<file path="src/rtl/ready_valid_fifo_if.sv">
// ready_valid_i: ready/valid handshake bundle; m drives data/valid, s drives ready.
interface ready_valid_i #(parameter int W = 8);
  logic [W-1:0] data;
  logic valid;
  logic ready;
  modport m (output data, output valid, input ready);
  modport s (input data, input valid, output ready);
endinterface

</file>
<file path="src/rtl/ready_valid_fifo.sv">
// ready_valid_fifo: first-word-fall-through FIFO with registered ready/valid on both sides.
module ready_valid_fifo #(
  parameter int DEPTH = 8,
  parameter int W = 8
) (
  input  logic clk,
  input  logic rst_n,
  ready_valid_i.s in,
  ready_valid_i.m out,
  output logic [$clog2(DEPTH):0] count
);
  localparam int AW = $clog2(DEPTH);
  localparam logic [AW:0] FULL = (AW+1)'(DEPTH);
  if (DEPTH < 2 || (DEPTH & (DEPTH - 1)) != 0) begin : g_bad_depth
    $error("ready_valid_fifo: DEPTH must be a power of two >= 2");
  end
  logic [W-1:0] mem [DEPTH];
  logic [AW-1:0] wr_ptr, rd_ptr;
  logic live, push, pop;
  // live keeps in.ready low until the first edge that samples rst_n high
  assign in.ready = live && count != FULL;
  assign out.valid = count != '0;
  assign out.data = mem[rd_ptr];
  assign push = in.valid && in.ready;
  assign pop = out.valid && out.ready;
  always_ff @(posedge clk) begin
    if (push) mem[wr_ptr] <= in.data;
  end
  always_ff @(posedge clk or negedge rst_n) begin
    if (!rst_n) begin
      wr_ptr <= '0;
      rd_ptr <= '0;
      count <= '0;
      live <= 1'b0;
    end else begin
      live <= 1'b1;
      wr_ptr <= push ? wr_ptr + AW'(1) : wr_ptr;
      rd_ptr <= pop ? rd_ptr + AW'(1) : rd_ptr;
      count <= (push && !pop) ? count + (AW+1)'(1) : (pop && !push) ? count - (AW+1)'(1) : count;
    end
  end
endmodule

</file>
<file path="src/flat_wrapper.sv">
// flat-port wrapper written by rule: the top's interface ports become plain ports
module ready_valid_fifo_flat 
#(
  parameter int DEPTH = 8,
  parameter int W = 8
)
  (clk, rst_n, count, in_data, in_valid, in_ready, out_data, out_valid, out_ready);
  ready_valid_i #(.W(W)) in_i ();
  ready_valid_i #(.W(W)) out_i ();
  input  logic clk;
  input  logic rst_n;
  output logic [$clog2(DEPTH):0] count;
  input wire logic [$bits(in_i.data)-1:0] in_data;
  input wire logic [$bits(in_i.valid)-1:0] in_valid;
  output wire logic [$bits(in_i.ready)-1:0] in_ready;
  output wire logic [$bits(out_i.data)-1:0] out_data;
  output wire logic [$bits(out_i.valid)-1:0] out_valid;
  input wire logic [$bits(out_i.ready)-1:0] out_ready;
  assign in_i.data = in_data;
  assign in_i.valid = in_valid;
  assign in_ready = in_i.ready;
  assign out_data = out_i.data;
  assign out_valid = out_i.valid;
  assign out_i.ready = out_ready;
  ready_valid_fifo #(.DEPTH(DEPTH), .W(W)) u_core (.clk(clk), .rst_n(rst_n), .in(in_i), .out(out_i), .count(count));
endmodule
</file>
<file path="config.mk">
export PLATFORM = sky130hd
export DESIGN_NAME = ready_valid_fifo_flat
export DESIGN_NICKNAME = d
export VERILOG_FILES = /design/src/rtl/ready_valid_fifo_if.sv /design/src/rtl/ready_valid_fifo.sv /design/src/flat_wrapper.sv
export SDC_FILE = /design/constraint.sdc
export NUM_CORES = 1
export LEC_CHECK = 0
export ABC_AREA = 1
export CELL_PAD_IN_SITES_DETAIL_PLACEMENT = 2
export CELL_PAD_IN_SITES_GLOBAL_PLACEMENT = 2
export CORE_UTILIZATION = 37
export DETAILED_ROUTE_END_ITERATION = 10
export GPL_TIMING_DRIVEN = 0
export PLACE_DENSITY_LB_ADDON = 0.1
export REMOVE_ABC_BUFFERS = 1
export SETUP_SLACK_MARGIN = 0.2
export SYNTH_ARGS = -nofsm -noshare
export SYNTH_HDL_FRONTEND = slang
export SYNTH_SLANG_ARGS = --single-unit
</file>
<file path="constraint.sdc">
create_clock -name clk -period 2.8 [get_ports clk]
set_clock_uncertainty 0.1 [all_clocks]
set_input_delay 0.56 -clock clk [delete_from_list [all_inputs] [get_ports clk]]
set_output_delay 0.56 -clock clk [all_outputs]
set_load 0.005 [all_outputs]
</file>
==> flow_metrics.tcl <==
set metrics [dict create \
    outcome "completed" \
    postRouteAntennaNets 0 \
    initial_core_utilization 0.387 \
    num_rows 34 \
    period_minus_slack_ns 2.64 \
    worst_path_largest_cell_delay_ns 0.53 \
    critPathRequiredTime_ns 2.14 \
    final_nets 413 \
    core_region_area_um2 8850 \
    clock_insertion_delay_worst_skew_ns 0.35 \
    post_route_cell_area_um2 4150 \
    report.final.setup_viol 0 \
    worst_hold_endpoint "u_core.wr_ptr[0]" \
    netlist_top_cells_area "sky130_fd_sc_hd__edfxtp_1, sky130_fd_sc_hd__nand2_1, sky130_fd_sc_hd__dfrtp_1, sky130_fd_sc_hd__nor2_1, sky130_fd_sc_hd__inv_1" \
    critPathLaunchType "flop" \
    proportion_of_layout_cells_with_a_drive_suffix_above_1 0.0927 \
    grt_max_degree 24 \
    drt_pass1_iterations 6 \
    wl_met1_um 3710 \
    grt_overflow 0 \
    dpl_worst_slack_ns -0.250 \
    avgSynthCellArea_um2 9.52 \
    upper_clock_frequency_limit_mhz 379 \
    max_cap_violations 0 \
    layout_commonest_cell "sky130_fd_sc_hd__nand2_1" \
    numCtsBuffers 9 \
    slew_violations 0 \
    detailedPlacementHpwl_um 5660 \
    area_growth_syn_to_layout_pct 21.1 \
    rr_endpoint "u_core.count[3]" \
    cts.sink_count 75 \
    wire_length_of_the_first_global_routing_pass_um 14500 \
    io_pins 26 \
    final_hold_viol_count 0 \
    grt_util_all_layers 0.205 \
    met3WireLength_um 265 \
    worst-endpoint-arrival_ns 1.98 \
    hold_path_depth 2 \
    first_global_vias 2779 \
    worst_setup_path_end_kind "output pin" \
    slew_headroom 0.312 \
    cts_root_buf "sky130_fd_sc_hd__clkbuf_8" \
    worst_r2r_path_depth 12 \
    cp_max_fo 12 \
    clock_tree_from_tritoncts "done" \
    yosysTopAreaCell "sky130_fd_sc_hd__edfxtp_1" \
    routed_via_density 4.99 \
    cts_hold_buffers 0 \
    die_width_um 98.2 \
    ys_seq_elements 75 \
    grt_antenna_before_repair 0 \
    clock_path_buffers 2 \
    cp_cell_sequence "buf_12, nor2_1, nor2_1, nand2_1, nand2_1, nand2_1, nand2_1, clkdlybuf4s50_1" \
    wire_length_reported_by_the_detailed_router_um 9050 \
    antennaDiodeCount 0 \
    synth_warnings 0 \
    placement.cell_area_um2 3800 \
    setup_ws_ns 0.165 \
    hold_path.startpoint "u_core.wr_ptr[0]" \
    port_buffers 25 \
    place.detailed.instances 485 \
    most_repeated_library_cell_on_the_critical_path "sky130_fd_sc_hd__nand2_1" \
    setup.worst_path.class "reg -> out" \
    most-common-layout-cells "sky130_fd_sc_hd__nand2_1, sky130_fd_sc_hd__nor2_1, sky130_fd_sc_hd__edfxtp_1" \
    post_synth_num_cell_types 22 \
    critPathTopFamily "buffers and inverters" \
    r2r_slack_ns 0.37 \
    wl_per_cell_um 17.8 \
    sequential_share_of_the_synthesized_area 0.641 \
    synthCells 360 \
    drt_iter0_drc 41 \
    synth.cell_area_um2 3430 \
    vdd_ir_drop_max_mv 0.440 \
    worstPathBufferInverterCount 2 \
    design.die.area_um2 9650 \
    netlist.area_leader.share 0.561 \
    worst_slew_pin_slew_ns 1.03 \
    drc_violations_left 0 \
    final_instance_count_without_filler_cells 507 \
    grt_setup_unrepaired "true" \
    filler_cell_count 956 \
    dr.max_layer_used "met4" \
    vias 2531 \
    worstReg2RegStart "u_core.count[0]" \
    htreeDepth 3 \
    worst_hold_path_type "reg -> reg" \
    final_min_period_over_clock_period 0.941 \
    cell_with_the_largest_stage_delay_on_the_worst_path "sky130_fd_sc_hd__dfrtp_4" \
    clkSlewWorstSetupHoldPaths_ns 0.07 \
    route.met2.wl_um 4950 \
    die_h_um 98.2 \
    leak_pwr_uw 0.00179 \
    powerDensity_nw_per_um2 1030 \
    finalWeightedCongestion 0.676 \
]
per-layer routing:
| layer | vias up | global-route usage |
|---|---|---|
| li1 | 1193 | - |
| met1 | 1285 | 0.227 |
| met5 | - | 0 |
| met2 | 44 | 0.392 |
| met4 | 0 | 0.0792 |
| met3 | 9 | 0.0286 |
cells in the mapped netlist (all sizes together):
cell type	count
buf	10
nand4	3
nand2	132
xnor2	4
xor2	1
fa	1
nor3	4
nand3	6
nor2	70
conb	1
clkbuf	1
o21ai	2
or2	1
dfrtp	11
ha	5
inv	44
edfxtp	64
timing repair:
| action | 4_1_cts | 5_1_grt |
|---|---|---|
| endpoints found under the setup margin | 8 | 9 |
| resized for setup | 9 | 3 |
| setup buffers | 5 | 0 |
| gates cloned | 2 | 0 |
| pin swaps | 1 | 0 |
cells by family (layout without fill, tap and decap cells):
kind of cell,count (synthesis),count (layout),share of synthesized area
AND/OR/NAND/NOR,216,216,0.247
flip-flops,75,75,0.641
buffers and inverters,55,94,0.0708
adder cells (fa/ha/maj),6,6,0.0241
XOR/XNOR,5,5,0.0128
AO/OA/AOI/OAI,2,2,0.00292
other,1,1,0.00109
worst register-to-register path: cells and delay by family (launching register included):
kind / cells / cell delay [ns]
DFF: 1 / 0.46
buffers and inverters: 2 / 0.22
adders and majority gates: 2 / 0.47
and+or+nand+nor: 8 / 1.08
how the worst max path moves through the flow:
stage / startpoint / endpoint / slack (ns) / cells after the start
2_1_floorplan: u_core.rd_ptr[0] / out_data[0] / 0.42 / 6
3_3_place_gp: u_core.rd_ptr[0] / out_data[6] / -0.71 / 7
3_5_place_dp: u_core.rd_ptr[1] / out_data[6] / -0.25 / 7
4_1_cts: u_core.rd_ptr[0] / out_data[2] / 0.13 / 8
5_1_grt: u_core.rd_ptr[0] / out_data[2] / 0.07 / 8
6_report: u_core.rd_ptr[0] / out_data[2] / 0.16 / 8
final cells by class:
| class | instances | area (um^2) | share of cell area |
|---|---|---|---|
| sequential | 75 | 2210 | 0.532 |
| multi-input combinational | 230 | 1020 | 0.245 |
| timing repair buffer | 35 | 393 | 0.0947 |
| inverter | 44 | 171 | 0.0413 |
| tap | 108 | 135 | 0.0326 |
| clock buffer | 9 | 124 | 0.0298 |
| clock inverter | 6 | 105 | 0.0253 |
through the flow:
| stage | setup TNS (ns) | power (uW) | util | hold WS [ns] |
|---|---|---|---|---|
| after floorplan | 0 | 2400 | - | 0.164 |
| after global placement | -16.05 | 3020 | 0.422 | 0.399 |
| after detailed placement | -1.64 | 3140 | 0.429 | 0.415 |
| after CTS | 0 | 4330 | 0.467 | 0.433 |
| after global routing | 0 | 4580 | 0.469 | 0.470 |
| final | 0 | 4280 | 0.469 | 0.426 |
state kept, by name (all words and copies together) (netlist names):
register and count:
u_core.mem 64, u_core.rd_ptr 3, u_core.live 1, u_core.count 4, u_core.wr_ptr 3
power breakdown:
part | switching [uW] | internal [uW] | total [uW]
logic | 986 | 788 | 1770
registers | 164 | 1370 | 1530
clock network | 395 | 581 | 976
Power figures use the tool's default switching activity.
==> patch, RTL diff (same flow settings) <==
Reset style: synchronous (`rst_n`), changed in one clocked block.
--- a/src/rtl/ready_valid_fifo.sv
+++ b/src/rtl/ready_valid_fifo.sv
@@ -26,7 +26,7 @@
   always_ff @(posedge clk) begin
     if (push) mem[wr_ptr] <= in.data;
   end
-  always_ff @(posedge clk or negedge rst_n) begin
+  always_ff @(posedge clk) begin
     if (!rst_n) begin
       wr_ptr <= '0;
       rd_ptr <= '0;
Behaviour: differs if rst_n is asserted again (counterexample within 4 cycles, from zero or initial values and one cycle with rst_n low); with rst_n held inactive, the same outputs for 10 cycles.
==> patch against the unedited design <==
Synthesized area is 3.8% lower; non-clock buffer count is 5 higher; sequential cell count is 3 higher; final area is 2.1% lower; total power is 16% lower; via count is 9.2% lower; synthesized cell count is 19% lower; routed wire length is 2.3% lower; setup slack better by 0.073 ns; highest routed layer unchanged.
==> patch: results (changes against the unedited design) <==
Classification of the worst-slack hold path - flop to flop
Combined global-route utilization of all metal layers - 20.0% (-0.48 points)
Count of H-tree levels built during CTS - 3 (unchanged)
Delay of the slowest critical-path stage - 0.49 ns (-0.04 ns)
R2R Path End - u_core.count[3]
WL final - 8840 um (-2.3%)
Pre-CTS worst setup slack - -0.635 ns (-0.385 ns)
Via count normalized by instance count - 5.15 (+3.2%)
Top Registers - u_core.mem (64), u_core.count (4)
Launching point of the worst reg2reg path - u_core.count[0]
Number of global-route vias before repair - 2428 (-13%)
Top cell types by occurrence after synthesis - sky130_fd_sc_hd__edfxtp_1 (64), sky130_fd_sc_hd__nor2_1 (57), sky130_fd_sc_hd__nand2_1 (41)
Tightest slew margin relative to the limit - 33.9% (+2.7 points)
Share of the cycle needed by the critical path after routing - 91.5% (-2.6 points)
Clock buffers created by TritonCTS - 9 (unchanged)
Final layout net count - 352 (-15%)
Share of cells above drive strength 1 - 15.7% (+6.4 points)
Total via count after detailed routing - 2298 (-9.2%)
First-pass GRT wire length - 13000 um (-10%)
Slowest CP cell - sky130_fd_sc_hd__clkdlybuf4s50_1
Largest driver fanout on the critical path - 6 (-6)
Final weighted congestion in routability-driven placement - 0.675 (about the same)
Number of warnings printed during yosys synthesis - 0 (unchanged)
Initial antenna violation count - 0 (unchanged)
Post-route worst hold slack - 0.421 ns (-0.00564 ns)
Outcome - completed
Setup Crit Path Kind - flop to output pin
Sequential share of the synthesized area - 66.8% (+2.7 points)
I/O Buffers - 25 (unchanged)
Worst skew pair latency - 0.35 ns (about the same)
Net switching power figure - 1220 uW (-21%)
Post-place instance area - 0.00363 mm2 (-4.4%)
Capturing instance or port of the critical path - out_data[4]
Reg2Reg Setup Slack - 0.52 ns (+0.15 ns)
R2R depth - 13 (+1)
Drt first-iter violations - 83 (+100%)
Synth top area cells - sky130_fd_sc_hd__edfxtp_1 (58%), sky130_fd_sc_hd__dfxtp_1 (8.5%), sky130_fd_sc_hd__nor2_1 (6.5%)
Maximum number of pins on one net before global-route repair - 33 (+38%)
Post-synthesis cell type count - 27 (+23%)
Number of cells traversed by the worst hold path - 2 (unchanged)
Worst Min Path Start - u_core.rd_ptr[2]
Detailed-router iteration count before antenna repair - 4 (-2)
Leakage power summed over all cells - 0.00152 uW (-15%)
Longest Clk Path Bufs - 2 (unchanged)
IR drop worst, VDD - 299 uV (-32%)
EDFF count, synth - 64 (unchanged)
Critical path arrival - 1.90 ns (-0.08 ns)
Placed wire-length estimate after detailed placement - 5300 um (-6.3%)
Fraction of synthesis flops using an asynchronous set or reset pin - 0% (-15 points)
[patch: changes by cell type after synthesis, sizes merged, moves of 2 or more]
cell	change
a21oi	+5
dfrtp	-11
dfxtp	+14
inv	-28
nand2	-89
nand4	-2
nor2	-9
nor3	+4
o21ai	+50
xnor2	-3
xor2	+3
[patch: power by group through the flow]
stage / sequential, uW / clock, uW / combinational, uW
3_5_place_dp: 1540 / 0 / 996
2_1_floorplan: 1470 / 0 / 567
5_1_grt: 1450 / 887 / 1450
3_3_place_gp: 1530 / 0 / 932
4_1_cts: 1440 / 851 / 1220
6_report: 1430 / 835 / 1310
[patch: per-layer routing]
layer / GRT usage, % / routed length (um) / up-vias
met4: 7.48 / 133 / 0
met2: 34.4 / 4490 / 35
met1: 25.3 / 3940 / 1163
li1: - / - / 1089
met3: 3.29 / 276 / 11
met5: 0 / 0 / -
[patch: worst min path at each step]
stage and endpoint:
2_1_floorplan flop, 3_3_place_gp u_core.rd_ptr[2], 3_5_place_dp u_core.wr_ptr[2], 4_1_cts flop
5_1_grt flop, 6_report flop
[patch: critical path, delay by kind of cell (launching register included)]
kind	cells	cell delay, ns
simple gates	4	0.26
flops	1	0.40
compound gates	2	0.16
buf+inv	3	0.72
[patch: stage by stage]
step,total power [uW],instances
floorplan,2040,282
finish,3580,446
detailed placement,2530,417
CTS,3510,440
global route,3790,446
global placement,2460,415
[patch: repair_timing]
item / 4_1_cts / 5_1_grt
pin swaps: 0 / 4
setup endpoints to repair: 9 / 9
gates cloned: 0 / 2
gates resized for setup: 9 / 14
buffers inserted: 8 / 4
[patch: layout make-up]
cell class                 instances  area (um2)
fill                             902        4610
sequential                        78        2210
multi-input combinational        188         975
timing repair buffer              40         473
tap                              108         135
clock buffer                      10         128
inverter                          16        72.6
clock inverter                     5        61.3
timing repair inverter             1        8.76
[patch: cell families after synthesis]
kind of cell | after synthesis | share of synthesized area, %
xor gates and xnor gates | 5 | 1.33
AOI/OAI and AO/OA | 58 | 9.22
DFF | 78 | 66.8
and+or+nand+nor | 119 | 15.2
buffers and inverters | 27 | 4.93
adders and majority gates | 6 | 2.50
